<file path="src/rtl/ps2_transmitter_pkg.sv">
// Shared types and constants for the PS/2 host-to-device transmitter.
// Frame layout: data LSB first, then the odd parity bit, then the stop bit.
package ps2_transmitter_pkg;

    typedef enum logic [2:0] {
        S_IDLE,
        S_INHIBIT,
        S_START,
        S_SEND,
        S_ACK,
        S_WAIT_IDLE,
        S_ERROR
    } state_t;

    localparam logic [3:0] PAR_IDX  = 4'd8;
    localparam logic [3:0] STOP_IDX = 4'd9;

    localparam logic [7:0] CMD_SET_LEDS = 8'hED;
    localparam logic [7:0] CMD_RESET    = 8'hFF;
    localparam logic [7:0] CMD_ENABLE   = 8'hF4;

    function automatic logic odd_parity(input logic [7:0] d);
        return ~^d;
    endfunction

endpackage

</file>
<file path="src/rtl/ps2_transmitter_debouncer.sv">
// Line filter: output follows the input only after it has held a new
// value for COUNT_MAX+1 consecutive cycles. Idles high like a PS/2 line.
module debouncer #(
    parameter int COUNT_MAX   = 19,
    parameter int COUNT_WIDTH = 5
) (
    input  logic clk,
    input  logic rst,
    input  logic din,
    output logic dout
);

    logic [COUNT_WIDTH-1:0] cnt;

    always_ff @(posedge clk) begin
        if (rst) begin
            cnt  <= '0;
            dout <= 1'b1;
        end else if (din == dout) begin
            cnt <= '0;
        end else if (cnt == COUNT_WIDTH'(COUNT_MAX)) begin
            cnt  <= '0;
            dout <= din;
        end else begin
            cnt <= cnt + 1'b1;
        end
    end

endmodule

</file>
<file path="src/rtl/ps2_transmitter.sv">
// PS/2 host-to-device command transmitter: request-to-send, shift the
// frame out on device clocks, then check the device ack bit.
module ps2_transmitter
    import ps2_transmitter_pkg::*;
#(
    parameter int INHIBIT_CYCLES    = 12000,
    parameter int START_HOLD_CYCLES = 200,
    parameter int TIMEOUT_CYCLES    = 2000000,
    parameter int FILTER_MAX        = 19,
    parameter int FILTER_WIDTH      = 5
) (
    input  logic       clk,
    input  logic       rst,
    input  logic [7:0] tx_data,
    input  logic       tx_valid,
    output logic       tx_ready,
    input  logic       kclk,
    input  logic       kdata,
    output logic       kclk_oe,
    output logic       kdata_oe,
    output logic       busy,
    output logic       done,
    output logic       err
);

    state_t           state;
    logic [1:0]       kclk_s;
    logic [1:0]       kdata_s;
    logic             kclk_f;
    logic             kdata_f;
    logic             kclk_prev;
    logic             fall;
    logic [3:0]       bit_cnt;
    logic [PAR_IDX:0] sh;
    logic [31:0]      cnt;
    logic             tmo;

    always_ff @(posedge clk) begin
        if (rst) begin
            kclk_s    <= 2'b11;
            kdata_s   <= 2'b11;
            kclk_prev <= 1'b1;
            fall      <= 1'b0;
        end else begin
            kclk_s    <= {kclk_s[0], kclk};
            kdata_s   <= {kdata_s[0], kdata};
            kclk_prev <= kclk_f;
            fall      <= kclk_prev & ~kclk_f;
        end
    end

    debouncer #(
        .COUNT_MAX   (FILTER_MAX),
        .COUNT_WIDTH (FILTER_WIDTH)
    ) u_kclk_filt (
        .clk  (clk),
        .rst  (rst),
        .din  (kclk_s[1]),
        .dout (kclk_f)
    );

    debouncer #(
        .COUNT_MAX   (FILTER_MAX),
        .COUNT_WIDTH (FILTER_WIDTH)
    ) u_kdata_filt (
        .clk  (clk),
        .rst  (rst),
        .din  (kdata_s[1]),
        .dout (kdata_f)
    );

    assign tmo = (cnt == 32'(TIMEOUT_CYCLES - 1));

    always_ff @(posedge clk) begin
        if (rst) begin
            state    <= S_IDLE;
            tx_ready <= 1'b1;
            kclk_oe  <= 1'b0;
            kdata_oe <= 1'b0;
            busy     <= 1'b0;
            done     <= 1'b0;
            err      <= 1'b0;
            bit_cnt  <= '0;
            sh       <= '0;
            cnt      <= '0;
        end else begin
            done <= 1'b0;
            err  <= 1'b0;
            unique case (state)
                S_IDLE: begin
                    if (tx_valid) begin
                        sh       <= {odd_parity(tx_data), tx_data};
                        tx_ready <= 1'b0;
                        busy     <= 1'b1;
                        kclk_oe  <= 1'b1;
                        kdata_oe <= 1'b0;
                        cnt      <= '0;
                        state    <= S_INHIBIT;
                    end
                end
                S_INHIBIT: begin
                    if (cnt == 32'(INHIBIT_CYCLES - 1)) begin
                        cnt      <= '0;
                        kdata_oe <= 1'b1;
                        state    <= S_START;
                    end else begin
                        cnt <= cnt + 32'd1;
                    end
                end
                S_START: begin
                    if (cnt == 32'(START_HOLD_CYCLES - 1)) begin
                        cnt     <= '0;
                        kclk_oe <= 1'b0;
                        bit_cnt <= '0;
                        state   <= S_SEND;
                    end else begin
                        cnt <= cnt + 32'd1;
                    end
                end
                S_SEND: begin
                    if (tmo) begin
                        err      <= 1'b1;
                        kclk_oe  <= 1'b0;
                        kdata_oe <= 1'b0;
                        state    <= S_ERROR;
                    end else begin
                        cnt <= cnt + 32'd1;
                        if (fall) begin
                            // ones shift in behind the frame, so bit 9 is the stop bit
                            kdata_oe <= ~sh[0];
                            sh       <= {1'b1, sh[PAR_IDX:1]};
                            bit_cnt  <= bit_cnt + 4'd1;
                            if (bit_cnt == STOP_IDX)
                                state <= S_ACK;
                        end
                    end
                end
                S_ACK: begin
                    kdata_oe <= 1'b0;
                    if (tmo || (fall && kdata_f)) begin
                        err     <= 1'b1;
                        kclk_oe <= 1'b0;
                        state   <= S_ERROR;
                    end else begin
                        cnt <= cnt + 32'd1;
                        if (fall)
                            state <= S_WAIT_IDLE;
                    end
                end
                S_WAIT_IDLE: begin
                    if (done) begin
                        tx_ready <= 1'b1;
                        busy     <= 1'b0;
                        bit_cnt  <= '0;
                        state    <= S_IDLE;
                    end else if (tmo) begin
                        err      <= 1'b1;
                        kclk_oe  <= 1'b0;
                        kdata_oe <= 1'b0;
                        state    <= S_ERROR;
                    end else begin
                        cnt <= cnt + 32'd1;
                        if (kclk_f && kdata_f)
                            done <= 1'b1;
                    end
                end
                S_ERROR: begin
                    tx_ready <= 1'b1;
                    busy     <= 1'b0;
                    kclk_oe  <= 1'b0;
                    kdata_oe <= 1'b0;
                    bit_cnt  <= '0;
                    state    <= S_IDLE;
                end
                default: state <= S_IDLE;
            endcase
        end
    end

endmodule

</file>
<file path="config.mk">
export PLATFORM = sky130hd
export DESIGN_NAME = ps2_transmitter
export DESIGN_NICKNAME = d
export VERILOG_FILES = /design/src/rtl/ps2_transmitter_pkg.sv /design/src/rtl/ps2_transmitter_debouncer.sv /design/src/rtl/ps2_transmitter.sv
export SDC_FILE = /design/constraint.sdc
export NUM_CORES = 1
export LEC_CHECK = 0
export CAP_MARGIN = 20
export CORE_AREA = 2 2 120 93
export CTS_BUF_LIST = sky130_fd_sc_hd__clkbuf_4
export DETAILED_ROUTE_END_ITERATION = 10
export DIE_AREA = 0 0 122 95
export SETUP_SLACK_MARGIN = 0.2
export SLEW_MARGIN = 20
export SYNTH_ARGS = -nofsm -noshare
export SYNTH_HDL_FRONTEND = slang
export SYNTH_SLANG_ARGS = --single-unit
</file>
<file path="constraint.sdc">
create_clock -name clk -period 4.92 [get_ports clk]
set_input_delay 0.738 -clock clk [delete_from_list [all_inputs] [get_ports clk]]
set_output_delay 0.738 -clock clk [all_outputs]
set_load 0.05 [all_outputs]
</file>
==> summary.txt <==
Run status
  • Status: complete, no violations

Floorplan
  • Total die area: 11600 µm²
  • Initial Util: 0.387
  • Io pins: 19
  • Die Height: 95 µm
  • Die X: 122 µm
  • Row Count: 33
  • Core area: 10500 µm²

Cells and area
  • Fillers: 1064
  • Layout area overhead: 8.91%
  • Non-filler cells, final: 665
  • Most frequent cells in the layout: 72 x dfxtp_1, 64 x nand2_1, 50 x nor2_1
  • Multi-input gate area: 2450 µm²
  • Proportion of layout cells with a drive suffix above 1: 0.0800
  • Most common cell after layout, fill and taps aside: dfxtp_1
  • NumNets Final: 538
  • End-of-flow core utilization: 0.421
  • ANT cells: 0
  • Register area: 1440 µm²

Synthesis
  • Synth async-reset ratio: 0
  • Post-synthesis instance area: 4070 µm²
  • Synth Area per Inst: 7.80 µm²
  • Yosys warns: 0
  • Sequential-to-total area share from yosys stat: 0.354
  • Post-synthesis cell count: 522
  • Post-synth EDFFs: 0
  • Count of cell types in the netlist: 61
  • Synth Register Bits: 72
  • Post-synth net total: 540
  • Primary FF master, synth: dfxtp_1

CTS
  • Num CTS Buffers: 9
  • Reg clk slew, reported paths: 0.13 ns
  • Worst-skew pair later-pin latency: 0.44 ns
  • Post CTS Setup Buffer Count: 0
  • Clock Path Buffers: 2
  • Clock Sinks: 72
  • CTS resizes: 0
  • Cts hold-fix bufs: 0
  • CTS H-Tree Depth: 3
  • CTS tree: done
  • Root Driver: clkbuf_4

STA
  • RSZ-0062 raised after global routing: no
  • Worst Tran Pin Value: 0.902 ns
  • Period minus WS final: 3.00 ns
  • Post-route clock period utilization: 0.609
  • Worst slew margin: 0.399
  • Setup violators final: 0
  • Hold Vio Cnt, Final: 0
  • Max-slew violations: 0
  • F_max: 0.334 GHz
  • Clock Skew: 0.00964 ns
  • Post-route setup TNS: 0 ns
  • Hold WS: 0.424 ns

Critical path
  • Critical Path AT: 3.31 ns
  • CP required: 5.23 ns
  • Critical path fanouts, max: 23
  • CP startpoint kind: register
  • Reg2reg setup slack: 1.92 ns
  • Setup Crit Path Kind: reg -> reg
  • CP Capture Type: register

Power
  • Proportion of power drawn by the clock network: 0.232
  • Switching Share: 0.401
  • Leakage: 0.00146 µW
  • Switching power: 682 µW
  • Flop pwr share: 0.411
  • PwrDens: 383 nW/µm²
  • Combinational power share: 0.357
  • Worst vdd ir: 0.199 mV
  • Internal power: 1020 µW

Routing
  • Routed wire per std cell: 15.5 µm
  • Total number of vias: 3813
  • Drt first pass iters: 5
  • DRC: 0
  • Vias per inst: 5.73
  • Antenna viol nets, final: 0
  • Initial DRC count: 307
  • Final WL: 10300 µm

Placed design
  • Post-DP HPWL: 6820 µm
  • Number of port buffers: 18
  • RePlAce Congestion: 0.830
  • Inst Count DP: 649

Worst hold path
  • Hold crit path type: reg -> reg

GRT
  • GRT overflow: 0
  • Largest net degree at the start of global routing: 61
  • Number of global-route vias before repair: 3382
  • Gr usage total: 0.185
  • Initial antenna violation count: 0
  • First-pass GRT wire length: 16900 µm

Job
  • Max cap viols: 0
==> logic make-up (layout without fill, tap and decap cells) <==
group,Yosys count,in the layout,share of synthesized area
adders and majority gates,5,5,0.0154
and+or+nand+nor,259,259,0.346
buffers and inverters,41,44,0.0464
DFF,72,72,0.354
muxes,6,6,0.0148
AOI/OAI and AO/OA,124,124,0.191
xor gates and xnor gates,15,15,0.0323
==> synthesized netlist by cell type, drive strengths merged (2+ instances only) <==
cell     number  area, µm²
nor3b         4       30.0
nand3        31        155
mux2i         6       60.1
nand2b        5       31.3
nand4        13       96.3
or2          10       62.6
a21oi        42        210
nor4         15        136
nand3b       10       75.1
nor3         22        121
and2          2       12.5
o31ai         2       15.0
xnor2        11       96.3
a31oi         5       31.3
and4          2       18.8
inv           8       30.0
dfxtp        72       1440
o21a          3       22.5
clkbuf       19       71.3
or4           7       56.3
nand2        64        240
nor2         50        188
and4b         2       20.0
ha            5       62.6
xor2          4       35.0
o21ai        34        174
a21boi        3       22.5
buf          14       87.6
a21o          2       15.0
and3          7       43.8
a311oi       15        131
a2bb2oi       8       70.1
or3           9       61.3
==> critical path: stages (launching register included) <==
cell and delay, ns:
dfxtp_1 0.39, or4_1 0.55, nor4_2 0.52, o211a_2 0.69, or2_2 0.41, a2bb2oi_1 0.22, a21oi_1 0.08
==> registers in the layout, indices dropped and copies added, names as in the netlist <==
name               count
bit_cnt                4
busy                   1
cnt                   32
done                   1
err                    1
fall                   1
kclk_oe                1
kclk_prev              1
kclk_s                 2
kdata_oe               1
kdata_s                2
sh                     9
state                  3
tx_ready               1
u_kclk_filt.cnt        5
u_kclk_filt.dout       1
u_kdata_filt.cnt       5
u_kdata_filt.dout      1
==> layout make-up <==
class | instances | share of cell area
Clock inverter | 7 | 0.0181
Multi-Input combinational cell | 409 | 0.552
Tap cell | 140 | 0.0395
Sequential cell | 72 | 0.325
Inverter | 8 | 0.00677
Timing Repair Buffer | 20 | 0.0429
Clock buffer | 9 | 0.0152
==> power by group through the flow <==
stage | combinational [µW] | clock (µW) | sequential, µW
floorplan | 476 | 0 | 699
global placement | 593 | 0 | 711
detailed placement | 597 | 0 | 709
CTS | 601 | 411 | 697
global route | 670 | 432 | 711
finish | 606 | 395 | 698
==> stage by stage <==
step,setup WS (ns),area (µm²),power [µW]
after floorplan,2.71,4070,1180
after global placement,1.57,4290,1300
after detailed placement,1.74,4290,1310
after CTS,1.92,4430,1710
after global routing,1.72,4430,1810
final,1.92,4430,1700
==> final timing paths <==
kind | startpoint | cells past startpoint | to
hold / removal | kclk_prev | 2 | fall
setup reg to reg | cnt[18] | 6 | cnt[31]
hold reg to reg | kclk_prev | 2 | fall
setup / recovery | cnt[18] | 6 | cnt[31]
==> per-layer routing <==
metal / vias up / part of all wire / global-route usage
met3: 9 / 0.060 / 0.0356
met5: - / 0 / 0
met2: 108 / 0.44 / 0.265
met1: 1777 / 0.49 / 0.275
met4: 0 / 0.011 / 0.0594
li1: 1919 / - / -
Note: power is estimated with default switching activity, not from simulation.
